<file path="config.mk">
export PLATFORM = sky130hd
export DESIGN_NAME = stopwatch_ctrl
export DESIGN_NICKNAME = d
export VERILOG_FILES = /design/src/rtl/stopwatch_ctrl.sv
export SDC_FILE = /design/constraint.sdc
export NUM_CORES = 1
export LEC_CHECK = 0
export ABC_AREA = 1
export BUFFER_PORTS_ARGS = -buffer_cell sky130_fd_sc_hd__clkbuf_2
export CAP_MARGIN = 10
export CORE_AREA = 2 2 108 110
export DETAILED_ROUTE_END_ITERATION = 10
export DIE_AREA = 0 0 110 112
export PLACE_DENSITY = 0.69
export RECOVER_POWER = 50
export SYNTH_ARGS = -nofsm -noshare
export SYNTH_HDL_FRONTEND = slang
export SYNTH_SLANG_ARGS = --single-unit
</file>
<file path="constraint.sdc">
create_clock -name clk_c -period 2.65 [get_ports clk_c]
set_clock_uncertainty 0.1 [all_clocks]
set_input_delay 0.1325 -clock clk_c [delete_from_list [all_inputs] [get_ports clk_c]]
set_output_delay 0.1325 -clock clk_c [all_outputs]
set_load 0.02 [all_outputs]
</file>
<file path="src/rtl/stopwatch_ctrl.sv">
// Stopwatch control sequencer: input conditioning, PAUSED/RUN/ADJUST FSM,
// count/adjust enable generation and adjust-digit blink mask.
module stopwatch_ctrl #(
  parameter int unsigned DIV_COUNT  = 100000000,
  parameter int unsigned DIV_ADJ    = 50000000,
  parameter int unsigned DIV_BLINK  = 25000000,
  parameter int unsigned DEB_CYCLES = 1000000
) (
  input  logic       clk_c,
  input  logic       reset_c,
  input  logic       pause_btn,
  input  logic       adj_sw,
  input  logic [1:0] sel_sw,
  output logic       count_en,
  output logic       adj_inc,
  output logic [1:0] adj_sel,
  output logic [3:0] blink_mask,
  output logic [1:0] state_o
);

  localparam int unsigned CW = (DIV_COUNT  > 1) ? $clog2(DIV_COUNT)  : 1;
  localparam int unsigned AW = (DIV_ADJ    > 1) ? $clog2(DIV_ADJ)    : 1;
  localparam int unsigned BW = (DIV_BLINK  > 1) ? $clog2(DIV_BLINK)  : 1;
  localparam int unsigned DW = (DEB_CYCLES > 1) ? $clog2(DEB_CYCLES) : 1;

  typedef enum logic [1:0] {
    ST_PAUSED = 2'b00,
    ST_RUN    = 2'b01,
    ST_ADJUST = 2'b10
  } state_e;

  state_e          state_q, state_d;
  logic            pb_s1_q, pb_s2_q, adj_s1_q, adj_s2_q;
  logic [1:0]      sel_s1_q, sel_s2_q;
  logic            deb_q, deb_d, deb_prev_q;
  logic [DW-1:0]   deb_cnt_q, deb_cnt_d;
  logic [CW-1:0]   cnt_q, cnt_d;
  logic [AW-1:0]   adj_cnt_q, adj_cnt_d;
  logic [BW-1:0]   blink_cnt_q, blink_cnt_d;
  logic            phase_q, phase_d;
  logic            count_en_q, count_en_d;
  logic            adj_inc_q, adj_inc_d;
  logic            press_evt;

  assign press_evt = deb_q & ~deb_prev_q;

  // State register
  always_ff @(posedge clk_c) begin
    if (reset_c) state_q <= ST_PAUSED;
    else         state_q <= state_d;
  end

  // Next state: the ADJ switch overrides everything, presses only toggle PAUSED/RUN
  always_comb begin
    state_d = state_q;
    if (adj_s2_q) begin
      state_d = ST_ADJUST;
    end else begin
      case (state_q)
        ST_ADJUST: state_d = ST_PAUSED;
        ST_PAUSED: if (press_evt) state_d = ST_RUN;
        ST_RUN:    if (press_evt) state_d = ST_PAUSED;
        default:   state_d = ST_PAUSED;
      endcase
    end
  end

  // Debounce, dividers and blink phase
  always_comb begin
    deb_d       = deb_q;
    deb_cnt_d   = '0;
    cnt_d       = '0;
    count_en_d  = 1'b0;
    adj_cnt_d   = '0;
    adj_inc_d   = 1'b0;
    blink_cnt_d = blink_cnt_q + BW'(1);
    phase_d     = phase_q;

    if (pb_s2_q != deb_q) begin
      if (deb_cnt_q == DW'(DEB_CYCLES - 1)) deb_d = pb_s2_q;
      else                                  deb_cnt_d = deb_cnt_q + DW'(1);
    end

    if (state_q == ST_RUN) begin
      if (cnt_q == CW'(DIV_COUNT - 1)) count_en_d = 1'b1;
      else                             cnt_d = cnt_q + CW'(1);
    end

    if (state_q == ST_ADJUST) begin
      if (adj_cnt_q == AW'(DIV_ADJ - 1)) adj_inc_d = 1'b1;
      else                               adj_cnt_d = adj_cnt_q + AW'(1);
    end

    if (blink_cnt_q == BW'(DIV_BLINK - 1)) begin
      blink_cnt_d = '0;
      phase_d     = ~phase_q;
    end
  end

  // Synchronizers and datapath registers
  always_ff @(posedge clk_c) begin
    if (reset_c) begin
      pb_s1_q     <= 1'b0;
      pb_s2_q     <= 1'b0;
      adj_s1_q    <= 1'b0;
      adj_s2_q    <= 1'b0;
      sel_s1_q    <= 2'b00;
      sel_s2_q    <= 2'b00;
      deb_q       <= 1'b0;
      deb_prev_q  <= 1'b0;
      deb_cnt_q   <= '0;
      cnt_q       <= '0;
      adj_cnt_q   <= '0;
      blink_cnt_q <= '0;
      phase_q     <= 1'b0;
      count_en_q  <= 1'b0;
      adj_inc_q   <= 1'b0;
    end else begin
      pb_s1_q     <= pause_btn;
      pb_s2_q     <= pb_s1_q;
      adj_s1_q    <= adj_sw;
      adj_s2_q    <= adj_s1_q;
      sel_s1_q    <= sel_sw;
      sel_s2_q    <= sel_s1_q;
      deb_q       <= deb_d;
      deb_prev_q  <= deb_q;
      deb_cnt_q   <= deb_cnt_d;
      cnt_q       <= cnt_d;
      adj_cnt_q   <= adj_cnt_d;
      blink_cnt_q <= blink_cnt_d;
      phase_q     <= phase_d;
      count_en_q  <= count_en_d;
      adj_inc_q   <= adj_inc_d;
    end
  end

  // Mask follows the synchronized select directly so a SEL change moves it at once
  assign blink_mask = (state_q == ST_ADJUST && phase_q) ? 4'(4'b0001 << sel_s2_q) : 4'b0000;
  assign count_en   = count_en_q;
  assign adj_inc    = adj_inc_q;
  assign adj_sel    = sel_s2_q;
  assign state_o    = state_q;

endmodule

</file>
**Word-level counts from Yosys, hierarchy flattened**

Index checks and enable logic that the tools add are counted.

- $add $sub $neg: 4
- Equality and inequality tests: 11
- Shift operators: 1
- Mux-type cells: 7
- Bitwise logic cells: 6
- Reductions and logical operators: 12

Operators with widths:

| cell | number |
|---|---|
| $add A27 B1 Y27 const B | 1 |
| $eq A27 B27 Y1 const B | 1 |
| $add A26 B1 Y26 const B | 1 |
| $eq A26 B26 Y1 const B | 1 |
| $add A25 B1 Y25 const B | 1 |
| $eq A25 B25 Y1 const B | 1 |
| $add A20 B1 Y20 const B | 1 |
| $eq A20 B20 Y1 const B | 1 |
| $reduce_or A3 Y1 | 3 |
| $reduce_or A2 Y1 | 4 |
| $mux W2 | 3 |
| $ne A3 B3 Y1 const B | 2 |
| $reduce_and A2 Y1 | 3 |
| $not A1 Y1 | 5 |
| $mux W4 | 1 |
| $ne A2 B2 Y1 const B | 2 |
| $pmux W2 S2 | 1 |
| $shl A1 B2 Y4 const A | 1 |
| $eq A2 B1 Y1 const B | 1 |
| $eq A2 B2 Y1 const B | 1 |
| $logic_not A2 Y1 | 1 |
| $mux W1 | 2 |
| $and A1 B1 Y1 | 1 |
| $logic_and A1 B1 Y1 | 1 |
| $ne A1 B1 Y1 | 1 |

- Flip-flop bits (word level): 113
- Input port bits: 6
- Output and inout bits: 10

**Logic depth before layout (Yosys ltp)**

Gate-level depths: netlist of run 1.

- Word-level depth: 5
- Mapped depth: 10
- Depth with buffers taken out: 10

**Least setup slack after synthesis of run 1**

No wires, ideal clock.

- Kind: register -> register
- Start point: register cnt_q[0]
- End point: register cnt_q[16]
- Library setup time: 115 ps
- Arrival time: 1278 ps
- Data required time: 2435 ps
- Slack: 1158 ps
- Stages on the path, launching flop included: 10
- Path buffers: 1
- Cell sequence: dfxtp_1 ha_1 inv_1 nor2_1 nand2_2 nor2_4 nand2_2 nand2_4 buf_6 nor2_1

- Cells in the longest elaborated chain, start to end: 2

Ends and longest elaborated chain:

| element | RTL line | text |
|---|---|---|
| start: declaration | 37 | `logic [CW-1:0] cnt_q, cnt_d;` |
| start signal: assignment | 128 | `cnt_q <= cnt_d;` |
| parallel branches: the longest is 2 deep, another holds $add A27 B1 Y27 | - |  |

Several ways; the timed one is not identified.
A chain may end at the register's enable or synchronous reset.

**Worst setup path in the final report of run 1**

- Start point: register deb_cnt_q[0]
- End point: register deb_cnt_q[12]

- Cells in the longest elaborated chain, start to end: 2

Ends and longest elaborated chain:

| element | RTL line | text |
|---|---|---|
| start: declaration | 36 | `logic [DW-1:0] deb_cnt_q, deb_cnt_d;` |
| start signal: assignment | 127 | `deb_cnt_q <= deb_cnt_d;` |
| parallel branches: the longest is 2 deep, another holds $add A20 B1 Y20 | - |  |

Several ways; the timed one is not identified.

==> flow_summary.ini, run 1 <==
[status]
status = finished, final reports clean

[worst_setup_path]
crit_slowest_cell = nand2_1
reg2reg_from = deb_cnt_q[0]$_SDFF_PP0_
path_cells = ha_1 -> nand3_1 -> nor3_1 -> nand3_2 -> nand2_1 -> nor2_1
crit_arrival_ns = 2.16
crit_path_start_kind = flip-flop
max_stage_delay_ns = 0.52
cp-end-kind = flip-flop
required_ns = 2.84
rrSetupSlack_ns = 0.68
crit_type = reg -> reg
crit_path_start = deb_cnt_q[0]$_SDFF_PP0_
cp_max_fo = 19

[yosys]
synthMuxAreaShare_pct = 0
netlist.area_leader.share_pct = 39.2
ys_types = 27
syn_area_per_cell_um2 = 6.56
synth_area_leaders = dfxtp_1 39%, nand2_1 16%, nor2_1 13%
async_reset_ff_share_pct = 0
synthSimpleGateAreaFrac_pct = 40.9
synth-compound-area-share_pct = 4.89
synth-adder-area-share_pct = 0.866
syn_nets = 891
synth_top_family_by_area = simple AND/OR/NAND/NOR gates
synth-main-ff-cell = dfxtp_1
synthXorXnorAreaFrac_pct = 5.76
syn_inst = 881
ys_ff_latch = 113
synth_commonest_cells = 244 x nand2_1, 206 x nor2_1, 113 x dfxtp_1
yosysWarnings = 0
syn_area_um2 = 5780
ys_seq_area_share_pct = 39.2
yosysMostFrequentCell = nand2_1
synth_enable_flop_cells = 0
synth_largest_area_cell = dfxtp_1

[cells_and_area]
drive_above_1_share_pct = 6.90
design_area_um2 = 6630
ff_latch_area_um2 = 2260
multi_input_area_um2 = 3010
final_util_pct = 59.3
area_delta_synth_final_pct = 14.7
nFillCells = 1074
final_cell_count_no_fill = 1070
insertedDiodeCount = 0
nets = 925

[clocking]
clockRootBuffer = clkbuf_16
clk_latency_ns = 0.42
cts_resized = 0
clk_pin_slew_ns = 0.05
numCtsBuffers = 17
clk_path_buf_depth = 2
tritoncts = done
cts_sinks = 113
h-tree-depth = 4

[global_route]
grt_pass1_wl_um = 20300
gr-total-overflow = 0
grt_max_degree = 27
antenna_found_initial = 0
grt_pass1_vias = 4581
grt_use_total_pct = 20.9

[worst_hold_path]
min-delay-start = pb_s1_q$_SDFF_PP0_
hp-class = reg -> reg

[timing]
hold_slack_ns = 0.299
post-route-min-period_ns = 1.97
tightest_slew_ns = 0.664
setup_viol_count_final = 0
finalCritPeriodShare_pct = 74.5
slew_headroom_pct = 55.6
maxSlewViolCount = 0
max_freq_ghz = 0.507
finalSetupTns_ns = 0
grt_setup_unrepaired = no
hold_viol = 0
fin_ws_ns = 0.677

[detailed_routing]
wl_per_cell_um = 11.0
route.detailed.drc = 0
viasPerCell = 4.79
drtIter0Drc = 259
wirelength_um = 11800
drt_pass1_iterations = 4
ant_nets = 0
num_vias = 5128

[pwr]
p_per_area_nw_per_um2 = 631
swShare_pct = 19.4
p_sw_uw = 810
p_comb_share_pct = 1.2
peakVddDrop_mv = 0.624
power_frac_seq_pct = 41.1
finalPower_mw = 4.18
p_leak_nw = 2.15
clockPowerShare_pct = 57.7
p_int_mw = 3.37

[placement]
dp.cells = 1031
place_ws_ns = 0.974
io_buffers = 15
dpl_cell_area_um2 = 5950
hpwl_um = 8610
gp_congestion = 0.881

[die]
die_area_um2 = 12300
die_h_um = 112
chipWidth_um = 110
rows = 39
fp.coreArea_um2 = 11200
initial_core_util_pct = 51.7
io_pins = 16

[job]
maxCapViolations = 0
state kept, by name (all words and copies together) (netlist names):
signal,flops
cnt_q,27
adj_cnt_q,26
blink_cnt_q,25
deb_cnt_q,20
adj_sel,2
sel_s1_q,2
state_o,2
adj_inc,1
adj_s1_q,1
adj_s2_q,1
count_en,1
deb_prev_q,1
deb_q,1
pb_s1_q,1
pb_s2_q,1
phase_q,1
final timing paths:
kind                                    to  cells past startpoint
hold / removal          pb_s2_q$_SDFF_PP0_                      2
setup / recovery  deb_cnt_q[12]$_SDFF_PP0_                      6
setup reg to reg  deb_cnt_q[12]$_SDFF_PP0_                      6
hold reg to reg         pb_s2_q$_SDFF_PP0_                      2
cell type report:
| class | count | share of cell area (%) |
|---|---|---|
| clock buffer | 22 | 7.15 |
| clock inverter | 9 | 2.34 |
| inverter | 106 | 6.00 |
| multi-input combinational | 654 | 45.5 |
| sequential | 113 | 34.1 |
| tap | 143 | 2.70 |
| timing repair buffer | 23 | 2.21 |
timing repair:
| item | in CTS | in global routing |
|---|---|---|
| hold buffers | 8 | 0 |
| buffers inserted | 0 | 0 |
| hold endpoints to repair | 10 | 0 |
logic make-up (layout without fill, tap and decap cells):
group | after synthesis | in the layout
AOI/OAI and AO/OA | 54 | 54
adders and majority gates | 4 | 4
buffers and inverters | 114 | 160
and+or+nand+nor | 558 | 558
DFF | 113 | 113
xor gates and xnor gates | 38 | 38
layout by cell type (no fill, tap or decap):
cell type	count
a21oi_1	40
and2_1	3
bufinv_16	4
clkbuf_1	9
clkbuf_16	17
clkbuf_2	8
clkbuf_8	3
clkinv_2	2
clkinv_4	2
clkinvlp_4	1
dfxtp_1	113
dlygate4sd3_1	8
ha_1	4
inv_1	104
inv_2	2
nand2_1	245
nand2_2	5
nand2_4	3
nand3_1	46
nand3_2	4
nand3b_1	9
nand4_1	11
nor2_1	206
nor2_2	8
nor2_4	3
nor3_1	10
o21ai_0	9
o21bai_1	5
or2_0	3
or2_2	2
xnor2_1	19
xor2_1	19
metal layers:
layer	vias to the layer above	GRT usage [%]	routed length [um]
li1	2787	-	-
met1	2253	27.5	5910
met2	71	32.1	5230
met3	17	6.85	444
met4	0	7.26	189
met5	-	0	0
critical path: cells and delay by family (launching register included):
family	cells	cell delay [ns]
and+or+nand+nor	5	1.16
adders and majority gates	1	0.21
DFF	1	0.35
power groups by stage:
stage / Combinational [mW] / Clock, mW / Sequential, mW
2_1_floorplan: 0.0308 / 0 / 1.75
3_3_place_gp: 0.0400 / 0 / 1.75
3_5_place_dp: 0.0405 / 0 / 1.75
4_1_cts: 0.0498 / 2.46 / 1.72
5_1_grt: 0.0565 / 2.53 / 1.72
6_report: 0.0487 / 2.41 / 1.72
Power figures use the tool's default switching activity.
==> inputs of run 2 (changes only) <==
- PLACE_DENSITY: 0.69 -> 0.72
- clock period: 2.65 -> 1.75 ns (I/O delays scaled with it)
==> run 2 against run 1 <==
- routed wire length rose by 2.7%
- register-to-register slack got worse by 0.55 ns
- via count is 1.5% higher
- flip-flop and latch count unchanged
- final area increased by 2.7%
- setup slack lost 0.55 ns
- combinational power is 75% higher
- critical path type is now reg -> out
- critical endpoint is now blink_mask[1]
- largest cell class unchanged
- highest routed layer unchanged
==> flow_summary.ini, run 2 (synthesized netlist as in run 1, its figures left out) <==
[global_route]
gr-total-overflow = 0
grt_use_total_pct = 20.8
grt_max_degree = 27
grt_pass1_wl_um = 20300
antenna_found_initial = 0
grt_pass1_vias = 4838

[die]
fp.coreArea_um2 = 11200
die_h_um = 112
chipWidth_um = 110
die_area_um2 = 12300
io_pins = 16
initial_core_util_pct = 51.7
rows = 39

[worst_setup_path]
path_cells = inv_1 -> nand3_1 -> nor3_1 -> clkbuf_2
reg2reg_from = blink_cnt_q[13]$_SDFF_PP0_
rrSetupSlack_ns = 0.12
crit_path_start = state_o[0]$_SDFFE_PP0P_
cp_max_fo = 4
crit_path_start_kind = flip-flop
required_ns = 1.56
max_stage_delay_ns = 0.35
cp-end-kind = output pin
crit_slowest_cell = dfxtp_1
reg2reg_depth = 7
crit_arrival_ns = 1.44
endpoint = blink_mask[1]
crit_type = reg -> out
r2r-end = blink_cnt_q[12]$_SDFF_PP0_

[clocking]
clk_latency_ns = 0.42
h-tree-depth = 4
postCtsSetupRepairBufs = 0
cts_sinks = 113
tritoncts = done
numCtsBuffers = 17
clk_pin_slew_ns = 0.05
clockRootBuffer = clkbuf_16
clk_path_buf_depth = 2

[timing]
tightest_slew_ns = 0.635
grt_setup_unrepaired = yes
setup_viol_count_final = 0
fin_ws_ns = 0.123
max_freq_ghz = 0.615
hold_viol = 0
slew_headroom_pct = 57.6
post-route-min-period_ns = 1.63
finalCritPeriodShare_pct = 93.0
maxSlewViolCount = 0
finalSetupTns_ns = 0

[pwr]
swShare_pct = 20.9
clockPowerShare_pct = 56.5
p_leak_nw = 2.21
finalPower_mw = 6.18
power_frac_seq_pct = 42.1
p_sw_mw = 1.29
p_int_mw = 4.89
p_per_area_nw_per_um2 = 907
p_comb_share_pct = 1.4
peakVddDrop_mv = 0.710

[detailed_routing]
wirelength_um = 12100
ant_nets = 0
wl_per_cell_um = 11.2
drtIter0Drc = 244
num_vias = 5207
viasPerCell = 4.81
route.detailed.drc = 0
drt_pass1_iterations = 4

[worst_hold_path]
hp-class = reg -> reg

[cells_and_area]
nFillCells = 1001
largest_register = cnt_q
reg.largest.list = cnt_q: 27 flops, adj_cnt_q: 26 flops, blink_cnt_q: 25 flops
final_cell_mix = 244 x nand2_1, 206 x nor2_1, 112 x dfxtp_1, 104 x inv_1, 45 x nand3_1
nets = 937
ff_latch_area_um2 = 2260
final_util_pct = 60.9
insertedDiodeCount = 0
design_area_um2 = 6810
area_delta_synth_final_pct = 17.8
drive_above_1_share_pct = 9.36
layout.cells.most_common = nand2_1
multi_input_area_um2 = 3120
largest_reg_flops = 27

[placement]
hpwl_um = 8510
gp_congestion = 0.869
io_buffers = 15
place_ws_ns = 0.0949
dpl_cell_area_um2 = 6030

[status]
status = finished, final reports clean

[job]
maxCapViolations = 0
## run 2: changes by cell type in the layout (fill, tap and decap cells not counted), moves of 3 or more
cell | previous run | this run
clkbuf_2 | 8 | 11
buf_4 | 0 | 8
clkinvlp_4 | 1 | 5
nand2_8 | 0 | 4
nor3_1 | 10 | 7
clkbuf_1 | 9 | 4
## run 2: power groups by stage
stage | clock network, mW | registers (mW) | logic, mW
floorplan | 0 | 2.66 | 0.0467
global placement | 0 | 2.66 | 0.0639
detailed placement | 0 | 2.66 | 0.0647
CTS | 3.55 | 2.60 | 0.0802
global route | 3.68 | 2.60 | 0.0950
finish | 3.49 | 2.60 | 0.0851
## run 2: per-layer routing
layer | GRT usage, % | part of all wire [%] | vias up
met5 | 0 | 0 | -
met4 | 10.7 | 2.5 | 0
met3 | 4.92 | 3.0 | 21
met2 | 33.3 | 46 | 79
met1 | 25.6 | 48 | 2292
li1 | - | - | 2815
## run 2: final cells by class
type	instances	area share (%)
timing repair buffer	33	3.53
tap	143	2.63
clock inverter	14	2.43
sequential	113	33.2
clock buffer	18	6.45
multi-input combinational	656	45.9
inverter	106	5.84
## run 2: per-stage QoR
step,hold slack [ns],cells
after floorplan,0.0945,881
after global placement,0.184,1040
after detailed placement,0.192,1040
after CTS,0.302,1081
after global routing,0.326,1083
final,0.302,1083
## run 2: timing repair
| action | in CTS | in global routing |
|---|---|---|
| hold buffers | 9 | 0 |
| setup endpoints to repair | 0 | 77 |
| endpoints found under the hold margin | 10 | 0 |
| resized for setup | 0 | 11 |
## run 2: worst min path at each step
| stage | from | end | slack (ns) | cells past startpoint |
|---|---|---|---|---|
| after detailed placement | sel_sw[1] | sel_s1_q[1]$_SDFF_PP0_ | 0.19 | 3 |
| after CTS | adj_s1_q$_SDFF_PP0_ | adj_s2_q$_SDFF_PP0_ | 0.30 | 2 |
| after floorplan | adj_sw | adj_s1_q$_SDFF_PP0_ | 0.09 | 2 |
| final | pb_s1_q$_SDFF_PP0_ | pb_s2_q$_SDFF_PP0_ | 0.30 | 2 |
| after global placement | sel_sw[1] | sel_s1_q[1]$_SDFF_PP0_ | 0.18 | 3 |
| after global routing | adj_s1_q$_SDFF_PP0_ | adj_s2_q$_SDFF_PP0_ | 0.33 | 2 |
## run 2: critical path, delay by kind of cell (launching register included)
family | cells | cell delay, ns
and+or+nand+nor | 2 | 0.36
DFF | 1 | 0.35
buffers and inverters | 2 | 0.32
